File: src/rtl/dual_issue_scheduler.sv
// Dual-issue pairing controller: issues an older/younger instruction pair together
// when legal, otherwise issues A now and the held B in lane A on the next cycle.
module dual_issue_scheduler #(
    parameter int CNT_W = 16
) (
    input  logic             clk,
    input  logic             rst,
    input  logic             in_valid,
    output logic             in_ready,
    input  logic [31:0]      in_pc_a,
    input  logic [31:0]      in_pc_b,
    input  logic [31:0]      in_instr_a,
    input  logic [31:0]      in_instr_b,
    input  logic             in_vld_a,
    input  logic             in_vld_b,
    input  logic             stall,
    input  logic             flush,
    output logic [31:0]      out_pc_a,
    output logic [31:0]      out_pc_b,
    output logic [31:0]      out_instr_a,
    output logic [31:0]      out_instr_b,
    output logic             out_vld_a,
    output logic             out_vld_b,
    output logic [CNT_W-1:0] split_cnt,
    output logic             dbg_state_o
);

    // Upstream handshake: a pair transfers on a cycle where in_valid && in_ready.
    // in_ready depends only on rst, flush, stall and the registered state.

    typedef enum logic {
        PAIR   = 1'b0,
        HOLD_B = 1'b1
    } state_e;

    localparam logic [6:0] OP_LUI    = 7'b0110111;
    localparam logic [6:0] OP_AUIPC  = 7'b0010111;
    localparam logic [6:0] OP_JAL    = 7'b1101111;
    localparam logic [6:0] OP_JALR   = 7'b1100111;
    localparam logic [6:0] OP_OP     = 7'b0110011;
    localparam logic [6:0] OP_OPIMM  = 7'b0010011;
    localparam logic [6:0] OP_LOAD   = 7'b0000011;
    localparam logic [6:0] OP_STORE  = 7'b0100011;
    localparam logic [6:0] OP_BRANCH = 7'b1100011;

    function automatic logic writes_rd(input logic [6:0] op);
        case (op)
            OP_LUI, OP_AUIPC, OP_JAL, OP_JALR,
            OP_OP, OP_OPIMM, OP_LOAD: writes_rd = 1'b1;
            default:                  writes_rd = 1'b0;
        endcase
    endfunction

    function automatic logic reads_rs1(input logic [6:0] op);
        case (op)
            OP_LUI, OP_AUIPC, OP_JAL: reads_rs1 = 1'b0;
            default:                  reads_rs1 = 1'b1;
        endcase
    endfunction

    function automatic logic reads_rs2(input logic [6:0] op);
        case (op)
            OP_OP, OP_STORE, OP_BRANCH: reads_rs2 = 1'b1;
            default:                    reads_rs2 = 1'b0;
        endcase
    endfunction

    function automatic logic is_mem(input logic [6:0] op);
        is_mem = (op == OP_LOAD) || (op == OP_STORE);
    endfunction

    function automatic logic is_ctrl(input logic [6:0] op);
        is_ctrl = (op == OP_BRANCH) || (op == OP_JAL) || (op == OP_JALR);
    endfunction

    state_e             state_q, state_d;
    logic [31:0]        out_pc_a_q, out_pc_a_d;
    logic [31:0]        out_pc_b_q, out_pc_b_d;
    logic [31:0]        out_instr_a_q, out_instr_a_d;
    logic [31:0]        out_instr_b_q, out_instr_b_d;
    logic               out_vld_a_q, out_vld_a_d;
    logic               out_vld_b_q, out_vld_b_d;
    logic [31:0]        held_pc_q, held_pc_d;
    logic [31:0]        held_instr_q, held_instr_d;
    logic [CNT_W-1:0]   split_cnt_q, split_cnt_d;

    logic [6:0] op_a, op_b;
    logic [4:0] rd_a, rs1_b, rs2_b;
    logic       raw_hazard, mem_conflict, ctrl_a, split_req, accept;

    assign op_a  = in_instr_a[6:0];
    assign op_b  = in_instr_b[6:0];
    assign rd_a  = in_instr_a[11:7];
    assign rs1_b = in_instr_b[19:15];
    assign rs2_b = in_instr_b[24:20];

    assign raw_hazard   = writes_rd(op_a) && (rd_a != 5'd0) &&
                          ((reads_rs1(op_b) && (rs1_b == rd_a)) ||
                           (reads_rs2(op_b) && (rs2_b == rd_a)));
    assign mem_conflict = is_mem(op_a) && is_mem(op_b);
    assign ctrl_a       = is_ctrl(op_a);
    assign split_req    = in_vld_a && in_vld_b && (raw_hazard || mem_conflict || ctrl_a);

    assign in_ready = !rst && !flush && !stall && (state_q == PAIR);
    assign accept   = in_valid && in_ready;

    always_comb begin
        state_d       = state_q;
        out_pc_a_d    = out_pc_a_q;
        out_pc_b_d    = out_pc_b_q;
        out_instr_a_d = out_instr_a_q;
        out_instr_b_d = out_instr_b_q;
        out_vld_a_d   = out_vld_a_q;
        out_vld_b_d   = out_vld_b_q;
        held_pc_d     = held_pc_q;
        held_instr_d  = held_instr_q;
        split_cnt_d   = split_cnt_q;

        if (flush) begin
            // Redirect wins over stall: kill issued slots and the pending B.
            out_vld_a_d  = 1'b0;
            out_vld_b_d  = 1'b0;
            held_pc_d    = '0;
            held_instr_d = '0;
            state_d      = PAIR;
        end else if (!stall) begin
            case (state_q)
                PAIR: begin
                    if (accept && split_req) begin
                        out_pc_a_d    = in_pc_a;
                        out_instr_a_d = in_instr_a;
                        out_vld_a_d   = 1'b1;
                        out_vld_b_d   = 1'b0;
                        held_pc_d     = in_pc_b;
                        held_instr_d  = in_instr_b;
                        state_d       = HOLD_B;
                        if (!(&split_cnt_q)) begin
                            split_cnt_d = split_cnt_q + CNT_W'(1);
                        end
                    end else if (accept && !in_vld_a && in_vld_b) begin
                        // Lone younger instruction is promoted to the older lane.
                        out_pc_a_d    = in_pc_b;
                        out_instr_a_d = in_instr_b;
                        out_vld_a_d   = 1'b1;
                        out_vld_b_d   = 1'b0;
                    end else if (accept) begin
                        out_pc_a_d    = in_pc_a;
                        out_instr_a_d = in_instr_a;
                        out_pc_b_d    = in_pc_b;
                        out_instr_b_d = in_instr_b;
                        out_vld_a_d   = in_vld_a;
                        out_vld_b_d   = in_vld_b;
                    end else begin
                        out_vld_a_d = 1'b0;
                        out_vld_b_d = 1'b0;
                    end
                end
                HOLD_B: begin
                    out_pc_a_d    = held_pc_q;
                    out_instr_a_d = held_instr_q;
                    out_vld_a_d   = 1'b1;
                    out_vld_b_d   = 1'b0;
                    state_d       = PAIR;
                end
                default: state_d = PAIR;
            endcase
        end
    end

    always_ff @(posedge clk) begin
        if (rst) begin
            state_q       <= PAIR;
            out_pc_a_q    <= '0;
            out_pc_b_q    <= '0;
            out_instr_a_q <= '0;
            out_instr_b_q <= '0;
            out_vld_a_q   <= 1'b0;
            out_vld_b_q   <= 1'b0;
            held_pc_q     <= '0;
            held_instr_q  <= '0;
            split_cnt_q   <= '0;
        end else begin
            state_q       <= state_d;
            out_pc_a_q    <= out_pc_a_d;
            out_pc_b_q    <= out_pc_b_d;
            out_instr_a_q <= out_instr_a_d;
            out_instr_b_q <= out_instr_b_d;
            out_vld_a_q   <= out_vld_a_d;
            out_vld_b_q   <= out_vld_b_d;
            held_pc_q     <= held_pc_d;
            held_instr_q  <= held_instr_d;
            split_cnt_q   <= split_cnt_d;
        end
    end

    assign out_pc_a    = out_pc_a_q;
    assign out_pc_b    = out_pc_b_q;
    assign out_instr_a = out_instr_a_q;
    assign out_instr_b = out_instr_b_q;
    assign out_vld_a   = out_vld_a_q;
    assign out_vld_b   = out_vld_b_q;
    assign split_cnt   = split_cnt_q;
    assign dbg_state_o = state_q;

endmodule

File: config.mk
export PLATFORM = sky130hd
export DESIGN_NAME = dual_issue_scheduler
export DESIGN_NICKNAME = d
export VERILOG_FILES = /design/src/rtl/dual_issue_scheduler.sv
export SDC_FILE = /design/constraint.sdc
export NUM_CORES = 1
export LEC_CHECK = 0
export CAP_MARGIN = 10
export CORE_AREA = 4 4 120 236
export CTS_BUF_LIST = sky130_fd_sc_hd__clkbuf_4 sky130_fd_sc_hd__clkbuf_8
export DETAILED_ROUTE_END_ITERATION = 12
export DIE_AREA = 0 0 124 240
export DONT_BUFFER_PORTS = 1
export MAX_ROUTING_LAYER = met4
export PLACE_DENSITY_LB_ADDON = 0.08
export SYNTH_ARGS = -nofsm -noshare
export SYNTH_HDL_FRONTEND = slang
export SYNTH_SLANG_ARGS = --single-unit
File: constraint.sdc
create_clock -name clk -period 3.4 [get_ports clk]
set_input_delay 0.68 -clock clk [delete_from_list [all_inputs] [get_ports clk]]
set_output_delay 0.68 -clock clk [all_outputs]
set_load 0.05 [all_outputs]
==> out/results.tsv <==
metric	value	unit
async_reset_ff_frac	0	
maxSlewViolCount	0	
synth_top_family_by_area	simple AND/OR/NAND/NOR gates	
fmaxAchievable	0.400	GHz
fp.coreArea	0.0264	sq mm
placementRows	84	
worstMarginPinSlew	0.837	ns
portBuffers	0	
vias_per_cell	5.19	
cts_hold_buf	0	
drt-pass1-iter-count	7	
start_util	0.345	
end_kind	flip-flop	
worst_clock_skew	0.0175	ns
ant_nets	0	
tns	0	ns
wirelength	31.8	mm
r2r_cells	6	
rrSetupSlack	0.90	ns
r2r-end	split_cnt[14]$_SDFFE_PP0P_	
r2r_start	split_cnt[8]$_SDFFE_PP0P_	
synth_cells	1209	
hold_path_startpoint	rst	
cp.required	3.85	ns
startpoint_type	flip-flop	
ys.flop_type	dfxtp_1	
h-tree-depth	2	
nets	1315	
total_leakage_power	0.00358	uW
syn_to_final_growth	11.4	%
yosysWarnings	0	
outcome	completed	
period_share	0.735	
arrival	2.95	ns
die_x	124	um
post-route-util	0.385	
grt_util_all_layers	0.213	
holdPathStages	1	
drive_gt1_frac	0.0875	
numClockSinks	211	
synthAdderAreaFrac	0.00137	
place_ws	0.538	ns
fin_ws	0.900	ns
hp-class	in2reg	
grt_start_max_net_pins	147	
critPathKind	reg2reg	
synthMuxAreaShare	0.0752	
clkTransAtPathRegs	0.07	ns
syn_area	0.00910	sq mm
crit_end	split_cnt[14]$_SDFFE_PP0P_	
timing.hold.ws	0.227	ns
ys_ff_latch	211	
cts-buffers-inserted	34	
startpoint	split_cnt[8]$_SDFFE_PP0P_	
crit_path_max_fanout	5	
grt_first_pass_wirelength	46.9	mm
clockRootBuffer	clkbuf_8	
grt_overflow	0	
finalHoldViolCount	0	
synthesis.nets	1345	
synthXorXnorAreaFrac	0.00962	
antenna_found_initial	1	
ir_drop	0.321	mV
post_cts_resized	0	
period_needed	2.50	ns
cts_tree	yes	
ys_types	48	
grt_pass1_vias	7865	
ys_seq_area_frac	0.464	
avgRoutedWirePerCell	20.6	um
dpl.hpwl	21.4	mm
place_congestion	0.794	
cap_violations	0	
p_total	5120	uW
synth-simple-area-share	0.241	
cts_setup_buffers	0	
dieHeight	240	um
die-area	0.0298	sq mm
avgSynthCellArea	7.53	sq um
drt_iter0_drc	419	
drc	0	
synth_compound_area_frac	0.167	
vias	8024	
insertion_delay	0.53	ns
p_per_area	504	mW/mm^2
max_slew_margin	0.442	
setup_violations	0	
floorplan.io_pins	283	
rsz0062_at_grt	false	
synth_edf_count	0	
clockBufferDepth	3	
[metal layers]
metal / GRT usage / vias up / share of wire
met2: 0.382 / 295 / 0.53
met3: 0.0577 / 75 / 0.077
met1: 0.209 / 3690 / 0.34
li1: - / 3964 / -
met4: 0.0974 / 0 / 0.046
met5: - / - / 0
[cell type report]
| type | count | area, sq um |
|---|---|---|
| Multi-Input combinational cell | 903 | 4540 |
| Tap cell | 344 | 430 |
| Sequential cell | 211 | 4230 |
| Antenna cell | 1 | 2.50 |
| Clock inverter | 1 | 5.00 |
| Inverter | 4 | 15.0 |
| Clock buffer | 56 | 696 |
| Fill cell | 2795 | 16200 |
| Timing Repair Buffer | 25 | 225 |
[cells in the final DEF (no fill, tap or decap), types with 3 or more instances in the layout]
master    instances
inv_1             3
nor2_1           15
o41ai_1           3
nor3_2            4
nor2b_1           3
nand2_1         462
nand3_1          11
o21ai_0          70
a21oi_1         200
clkbuf_4         12
xor2_1            4
clkbuf_8         44
dfxtp_1         210
buf_12            3
xnor2_1           6
or4_1             6
or2_2             3
buf_4            22
nand4_1           4
mux2_2            3
mux2i_1          65
o311ai_0          3
nor4_1            6
o31ai_1           3
[registers in the layout (all words and copies together), names as in the netlist]
name          cells
out_vld_a         1
out_instr_a      32
dbg_state_o       1
out_vld_b         1
out_pc_b         32
split_cnt        16
out_pc_a         32
held_instr_q     32
held_pc_q        32
out_instr_b      32
[worst min path at each step]
| stage | end | slack (ns) |
|---|---|---|
| floorplan | held_instr_q[0]$_SDFFE_PP0P_ | 0.43 |
| global placement | held_instr_q[10]$_SDFFE_PP0P_ | 0.44 |
| detailed placement | held_pc_q[3]$_SDFFE_PP0P_ | 0.44 |
| CTS | out_instr_a[3]$_SDFFE_PP0P_ | 0.17 |
| global route | out_instr_b[0]$_SDFFE_PP0P_ | 0.19 |
| finish | out_instr_b[0]$_SDFFE_PP0P_ | 0.23 |
[logic make-up (layout without fill, tap and decap cells)]
family,after synthesis,after routing
muxes,68,68
AOI/OAI and AO/OA,290,290
xor gates and xnor gates,10,10
adders and majority gates,1,1
and+or+nand+nor,534,534
other,0,1
DFF,211,211
buffers and inverters,95,86
[worst max-delay path: stages (launching register included)]
cell	delay [ns]
dfxtp_1	0.71
nand4_1	0.24
nor3_1	0.36
nand2_1	0.16
or4_1	0.51
or3_1	0.32
a21oi_1	0.14
[cells in the mapped netlist, types with 2 or more instances]
library cell / count / area (sq um)
a21oi_1: 200 / 1000
xor2_1: 4 / 35.0
o21ai_0: 70 / 350
nor2_1: 15 / 56.3
inv_1: 3 / 11.3
o21a_1: 2 / 15.0
o31a_1: 3 / 26.3
buf_2: 19 / 95.1
mux2_2: 3 / 33.8
buf_1: 7 / 26.3
nor2b_1: 3 / 18.8
nand2_1: 462 / 1730
nor4_1: 6 / 37.5
nor3_1: 4 / 20.0
and3_1: 2 / 12.5
o41ai_1: 3 / 26.3
clkbuf_1: 65 / 244
o311ai_0: 3 / 26.3
or4_1: 6 / 45.0
nand2b_1: 2 / 12.5
nand4_1: 4 / 25.0
xnor2_1: 6 / 52.6
or2_2: 2 / 12.5
mux2i_1: 65 / 651
dfxtp_1: 211 / 4220
nand3_1: 12 / 60.1
o31ai_1: 3 / 22.5
or3_1: 4 / 25.0
[metrics by stage]
stage | area (sq um) | std cells
floorplan | 9100 | 1209
global placement | 9440 | 1487
detailed placement | 9440 | 1487
CTS | 10100 | 1544
global route | 10100 | 1545
finish | 10100 | 1545
[power breakdown]
| group | total (uW) | switching, uW | internal [uW] |
|---|---|---|---|
| sequential | 2630 | 129 | 2500 |
| combinational | 178 | 107 | 70.6 |
| clock | 2310 | 1030 | 1280 |
| total | 5120 | 1260 | 3850 |
Note: power is estimated with default switching activity, not from simulation.
